===== config.mk =====
export PLATFORM = sky130hd
export DESIGN_NAME = right_shift_pipe
export DESIGN_NICKNAME = d
export VERILOG_FILES = /design/src/rtl/shifter_pkg.sv /design/src/rtl/right_shift_stage.sv /design/src/rtl/right_shift_pipe.sv
export SDC_FILE = /design/constraint.sdc
export NUM_CORES = 1
export LEC_CHECK = 0
export CORE_MARGIN = 2
export CORE_UTILIZATION = 45
export DETAILED_ROUTE_END_ITERATION = 8
export PLACE_DENSITY = 0.66
export SLEW_MARGIN = 20
export SYNTH_ARGS = -nofsm -noshare
export SYNTH_HDL_FRONTEND = slang
export SYNTH_SLANG_ARGS = --single-unit

===== constraint.sdc =====
create_clock -name i_Clock -period 5.4 [get_ports i_Clock]
set_input_delay 0.54 -clock i_Clock [delete_from_list [all_inputs] [get_ports i_Clock]]
set_output_delay 0.54 -clock i_Clock [all_outputs]
set_load 0.01 [all_outputs]

===== src/rtl/shifter_pkg.sv =====
// rtl/shifter_pkg.sv - shared shifter types
package shifter_pkg;

  typedef enum logic {
    SHIFT_LOGICAL = 1'b0,
    SHIFT_ARITH   = 1'b1
  } shift_mode_e;

endpackage


===== src/rtl/right_shift_stage.sv =====
// rtl/right_shift_stage.sv - one registered stage of the right-shift pipe
// Shifts by SHIFT when its amount bit is set, then registers data, amount, fill and valid.
module right_shift_stage
  import shifter_pkg::*;
#(
  parameter int nBITS = 32,
  parameter int AW    = 5,
  parameter int SHIFT = 1
) (
  input  logic             i_Clock,
  input  logic             i_Reset,
  input  logic             i_Advance,
  input  logic             i_Valid,
  input  logic [nBITS-1:0] i_Data,
  input  logic [AW-1:0]    i_Amount,
  input  logic             i_Fill,
  output logic             o_Valid,
  output logic [nBITS-1:0] o_Data,
  output logic [AW-1:0]    o_Amount,
  output logic             o_Fill
);

  localparam int BIT = $clog2(SHIFT);

  logic [nBITS-1:0] w_shifted;
  logic             r_valid;
  logic [nBITS-1:0] r_data;
  logic [AW-1:0]    r_amount;
  logic             r_fill;

  always_comb begin
    w_shifted = i_Data;
    if (i_Amount[BIT]) begin
      w_shifted = {{SHIFT{i_Fill}}, i_Data[nBITS-1:SHIFT]};
    end
  end

  always_ff @(posedge i_Clock or posedge i_Reset) begin
    if (i_Reset) begin
      r_valid  <= 1'b0;
      r_data   <= '0;
      r_amount <= '0;
      r_fill   <= 1'b0;
    end else if (i_Advance) begin
      r_valid  <= i_Valid;
      r_data   <= w_shifted;
      r_amount <= i_Amount;
      r_fill   <= i_Fill;
    end
  end

  assign o_Valid  = r_valid;
  assign o_Data   = r_data;
  assign o_Amount = r_amount;
  assign o_Fill   = r_fill;

endmodule


===== src/rtl/right_shift_pipe.sv =====
// rtl/right_shift_pipe.sv - log2(nBITS)-stage pipelined right shifter with valid/ready flow control
module right_shift_pipe
  import shifter_pkg::*;
#(
  parameter int nBITS = 32
) (
  input  logic                     i_Clock,
  input  logic                     i_Reset,
  input  logic [nBITS-1:0]         i_In,
  input  logic [$clog2(nBITS)-1:0] i_ShiftAmount,
  input  logic                     i_ShiftIn,
  input  logic                     i_Mode,
  input  logic                     i_InValid,
  output logic                     o_InReady,
  output logic [nBITS-1:0]         o_Out,
  output logic                     o_OutValid,
  input  logic                     i_OutReady,
  output logic                     o_Busy
);

  localparam int L = $clog2(nBITS);

  logic [L:0][nBITS-1:0] w_data;
  logic [L:0][L-1:0]     w_amt;
  logic [L:0]            w_fill;
  logic [L:0]            w_valid;
  logic                  w_advance;
  shift_mode_e           w_mode;
  logic                  w_unused_tail;

  // The whole pipe moves as one; a full output register that is not taken freezes every stage.
  assign w_advance = !w_valid[L] || i_OutReady;
  assign w_mode    = shift_mode_e'(i_Mode);

  assign w_data[0]  = i_In;
  assign w_amt[0]   = i_ShiftAmount;
  assign w_fill[0]  = (w_mode == SHIFT_ARITH) ? i_In[nBITS-1] : i_ShiftIn;
  assign w_valid[0] = i_InValid;

  generate
    for (genvar k = 0; k < L; k++) begin : g_stage
      right_shift_stage #(
        .nBITS (nBITS),
        .AW    (L),
        .SHIFT (1 << (L - 1 - k))
      ) u_stage (
        .i_Clock  (i_Clock),
        .i_Reset  (i_Reset),
        .i_Advance(w_advance),
        .i_Valid  (w_valid[k]),
        .i_Data   (w_data[k]),
        .i_Amount (w_amt[k]),
        .i_Fill   (w_fill[k]),
        .o_Valid  (w_valid[k+1]),
        .o_Data   (w_data[k+1]),
        .o_Amount (w_amt[k+1]),
        .o_Fill   (w_fill[k+1])
      );
    end
  endgenerate

  // Amount and fill are fully consumed by the last stage.
  assign w_unused_tail = ^{w_amt[L], w_fill[L]};

  assign o_InReady  = w_advance;
  assign o_Out      = w_data[L];
  assign o_OutValid = w_valid[L];
  assign o_Busy     = |w_valid[L:1];

endmodule


== Yosys cells after proc, flatten, opt, wreduce, memory -nomap -nowiden ==
Cells that the tools add are included.
Storage, ports and cells
  logic and storage cells: 27
  bits of input ports: 43
  register bits after elaboration: 179
  output and inout port bits: 35
Cells by class
  muxes and demuxes: 6
  reductions and logical operators: 3
Operators with widths (count)
  $mux W32: 5
  $reduce_or A5 Y1: 1
  $logic_not A1 Y1: 1
  $logic_or A1 B1 Y1: 1
  $mux W1: 1

== Logic depth before layout (Yosys ltp) ==
  depth in word-level cells: 2
  mapped depth: 7
  gate-level depth less buffers: 4

== Hierarchy ==
From an unflattened synthesis, not the netlist that was laid out.
Second synthesis, totals
  cells, all modules: 783
  area total of the unflattened synthesis: 8994.9 µm²
By module, submodules not included
  right_shift_stage (g_stage[2].u_stage ...): sequential area each 975.9 µm², area an instance 1783.0 µm², times used 3, cells each 155
  right_shift_stage (g_stage[0].u_stage): sequential area each 975.9 µm², area an instance 1806.7 µm², times used 1, cells each 157
  right_shift_stage (g_stage[1].u_stage): sequential area each 975.9 µm², area an instance 1805.5 µm², times used 1, cells each 156
  right_shift_pipe: sequential area each 0.0 µm², area an instance 33.8 µm², times used 1, cells each 5

== Worst setup path before layout ==
No wires, ideal clock.
  path type: in2out
  from: input port i_OutReady
  to: output port o_InReady
  path slack: 3.776 ns
  buffers on the path: 3
  data required time: 4.860 ns
  stages on the path: 5
  arrival time: 1.084 ns
  cell sequence: nor2b_4 -> buf_6 -> buf_12 -> inv_8 -> buf_2
On the way
  cells in the longest elaborated chain, start to end: 1
RTL lines
  start, declared: line right_shift_pipe.sv:17  | input logic i_OutReady,
  $logic_or A1 B1 Y1: line right_shift_pipe.sv:32  | assign w_advance = !w_valid[L] || i_OutReady;
  end, declared: line right_shift_pipe.sv:14  | output logic o_InReady,
No other way between the ends.

== Worst setup path after layout ==
Same ends and word-level chain as after synthesis.

==> key figures <==
STA
  – Slew Limit Fails: 0
  – Setup TNS: 0 ns
  – Setup Viol. Count Final: 0
  – Fin crit share: 47.1%
  – Worst slew pin tran: 0.863 ns
  – RSZ-0062 raised after global routing: no
  – Max Fclk: 394 MHz
  – Clk_skew: 0.00954 ns
  – Final Hold Violating Endpoints: 0
  – Max-slew headroom: 42.5%
  – Post-route minimum period: 2.54 ns

Clocking
  – Later-pin clock latency in the skew report: 0.43 ns
  – Post-CTS sizing: 0
  – Longest Clk Path Bufs: 2
  – Setup Fix Bufs, Post-CTS: 0
  – Clock Sinks: 179
  – H-tree depth: 4
  – Worst-path clk slew: 0.06 ns
  – Clock root buffer: clkbuf_16
  – Num CTS Buffers: 17
  – Hold-fix buffers at CTS: 0
  – CTS tree: built

Synth
  – Count leader, synth: nand2_1
  – Syn_area_per_cell: 10.6 um2
  – Synth Flop Type: dfrtp_1
  – Synth Cell Area: 8270 um2
  – Syn_nets: 826
  – Post-synth EDFFs: 0
  – Ys async rst share: 100%
  – Largest area contributor in the netlist: dfrtp_1
  – Mapped Cells: 783
  – Top post-synthesis cells by area: dfrtp_1 54%, mux2i_1 17%, nand2_1 9.6%, o21ai_0 6.7%, buf_8 2.9%
  – Commonest cells post-synth: 212 x nand2_1, 179 x dfrtp_1, 144 x mux2i_1
  – Ys Warns: 0
  – Synth cell types: 25
  – Register area share after synthesis: 54.2%
  – Yosys reg bits: 179
  – Yosys top cell area share: 54.2%

Job
  – Max-cap violations: 0

Critical path
  – Critical path, cell by cell: clkdlybuf4s50_1, nor2b_4, inv_8, clkdlybuf4s50_1
  – Required time of the critical path: 4.86 ns
  – Setup CP Type: in2out
  – Startpoint types: input pin
  – Most used cell, CP: clkdlybuf4s50_1
  – Crit. End Element: primary output
  – Crit path max fanout: 37
  – Critical Path AT: 2.00 ns
  – Slowest CP cell: clkdlybuf4s50_1
  – CP peak stage delay: 0.52 ns
  – Reg2Reg Setup Slack: 3.29 ns

Finish
  – Core Util, Final: 52.9%
  – Ratio of cells with drive above 1 in the final layout: 6.42%
  – Area of the multi-input gates: 3250 um2
  – Final #Nets: 871
  – Fill count: 1685
  – Layout area overhead: 15.2%
  – Reg area: 4480 um2
  – Antenna diodes: 0

Floorplanning
  – Row Count: 49
  – Die Ht: 140 um
  – Core Area: 18000 um2
  – Initial core utilization: 45.9%
  – Chip width: 140 um
  – Full die area: 19500 um2
  – Num ports: 78

Detailed routing
  – Post-route ant nets: 0
  – Via count: 5282
  – First-pass detailed-route iteration total: 4
  – Vias per cell: 4.94
  – Starting DRT DRC Count: 368
  – DR DRC count: 0
  – Per-cell routed wire length: 13.9 um
  – Final WL: 14900 um

Place
  – Gpl congestion: 0.763
  – I/O Buffers: 77
  – HPWL after DPL: 9910 um

Worst hold path
  – Hold WC Path Type: reg2reg

Global route
  – Largest net degree at the start of global routing: 175
  – Total gr overflow: 0
  – Tot GR Track Use: 16.3%
  – First-pass GRT wire length: 26000 um
  – Vias in the first global route: 5101
  – Initial antenna violation count: 0

Pwr
  – Leak: 4.21 nW
  – IR drop worst, VDD: 0.000249 V
  – Ratio of total power to cell area: 572 nW/um2

Outcome
  – Status: finished, final reports clean
sequential cells by signal (all words and copies together), names as in the netlist:
| signal | count |
|---|---|
| g_stage.u_stage.o_Valid | 5 |
| g_stage.u_stage.o_Fill | 4 |
| g_stage.u_stage.o_Data | 160 |
| g_stage.u_stage.o_Amount | 10 |
layout by cell type, fill, tap and decap left out, types with 2 or more instances in the layout:
cell type,n
bufinv_16,3
clkdlybuf4s50_1,77
o21ai_1,29
clkinvlp_4,3
nand2_1,212
nand3b_1,16
nor2_2,2
o21ai_2,5
clkinv_4,2
dfrtp_1,179
clkbuf_8,3
clkbuf_16,17
inv_6,2
o21ai_0,110
buf_4,8
clkinv_2,3
nor2_1,2
mux2i_1,144
buf_12,2
nand3_1,16
per-layer routing:
metal / share of wire [%] / track usage (%) / vias up
met5: 0 / 0 / -
met4: 1.3 / 5.53 / 0
met3: 3.0 / 3.10 / 14
met2: 44 / 22.9 / 92
met1: 52 / 25.2 / 2432
li1: - / - / 2744
metrics by stage:
stage	hold WS [ns]	std cells	power [mW]	worst slack (ns)	cell area, um2
final	0.468	1070	5.45	2.86	9530
after global routing	0.489	1070	5.87	2.82	9530
after CTS	0.470	1069	5.51	2.22	9510
after detailed placement	0.455	1037	4.23	2.22	8890
after global placement	0.449	1037	4.15	2.22	8890
after floorplan	0.437	783	3.75	0.00139	8270
cells by family after synthesis:
logic type	synth area share (%)
and+or+nand+nor	12.8
AOI/OAI and AO/OA	8.94
muxes	17.6
DFF	54.2
buffers and inverters	6.52
cell type report:
type	count	area share (%)
sequential	179	47.0
multi-input combinational	541	34.1
timing repair buffer	87	9.14
clock buffer	20	4.90
tap	229	3.01
clock inverter	12	1.62
inverter	2	0.210
worst paths after layout:
| check | depth (start not counted) | to | start |
|---|---|---|---|
| max | 4 | o_InReady | i_OutReady |
| min | 2 | g_stage[2].u_stage.o_Amount[0]$_DFFE_PP0P_ | g_stage[2].u_stage.o_Amount[0]$_DFFE_PP0P_ |
| max reg2reg | 4 | g_stage[4].u_stage.o_Data[13]$_DFFE_PP0P_ | g_stage[4].u_stage.o_Valid$_DFFE_PP0P_ |
| min reg2reg | 2 | g_stage[2].u_stage.o_Amount[0]$_DFFE_PP0P_ | g_stage[2].u_stage.o_Amount[0]$_DFFE_PP0P_ |
| max in group asynchronous | 3 | g_stage[3].u_stage.o_Data[28]$_DFFE_PP0P_ | i_Reset |
| min in group asynchronous | 2 | g_stage[3].u_stage.o_Data[0]$_DFFE_PP0P_ | i_Reset |
critical path: cells and delay by family:
family | cells | cell delay (ns)
buffers and inverters | 3 | 1.12
and+or+nand+nor | 1 | 0.34
report_power, final:
part / internal [mW] / switching (mW)
sequential: 1.94 / 0.421
combinational: 0.865 / 0.950
clock: 0.765 / 0.510
No activity file was read; power rests on OpenSTA's default activity.
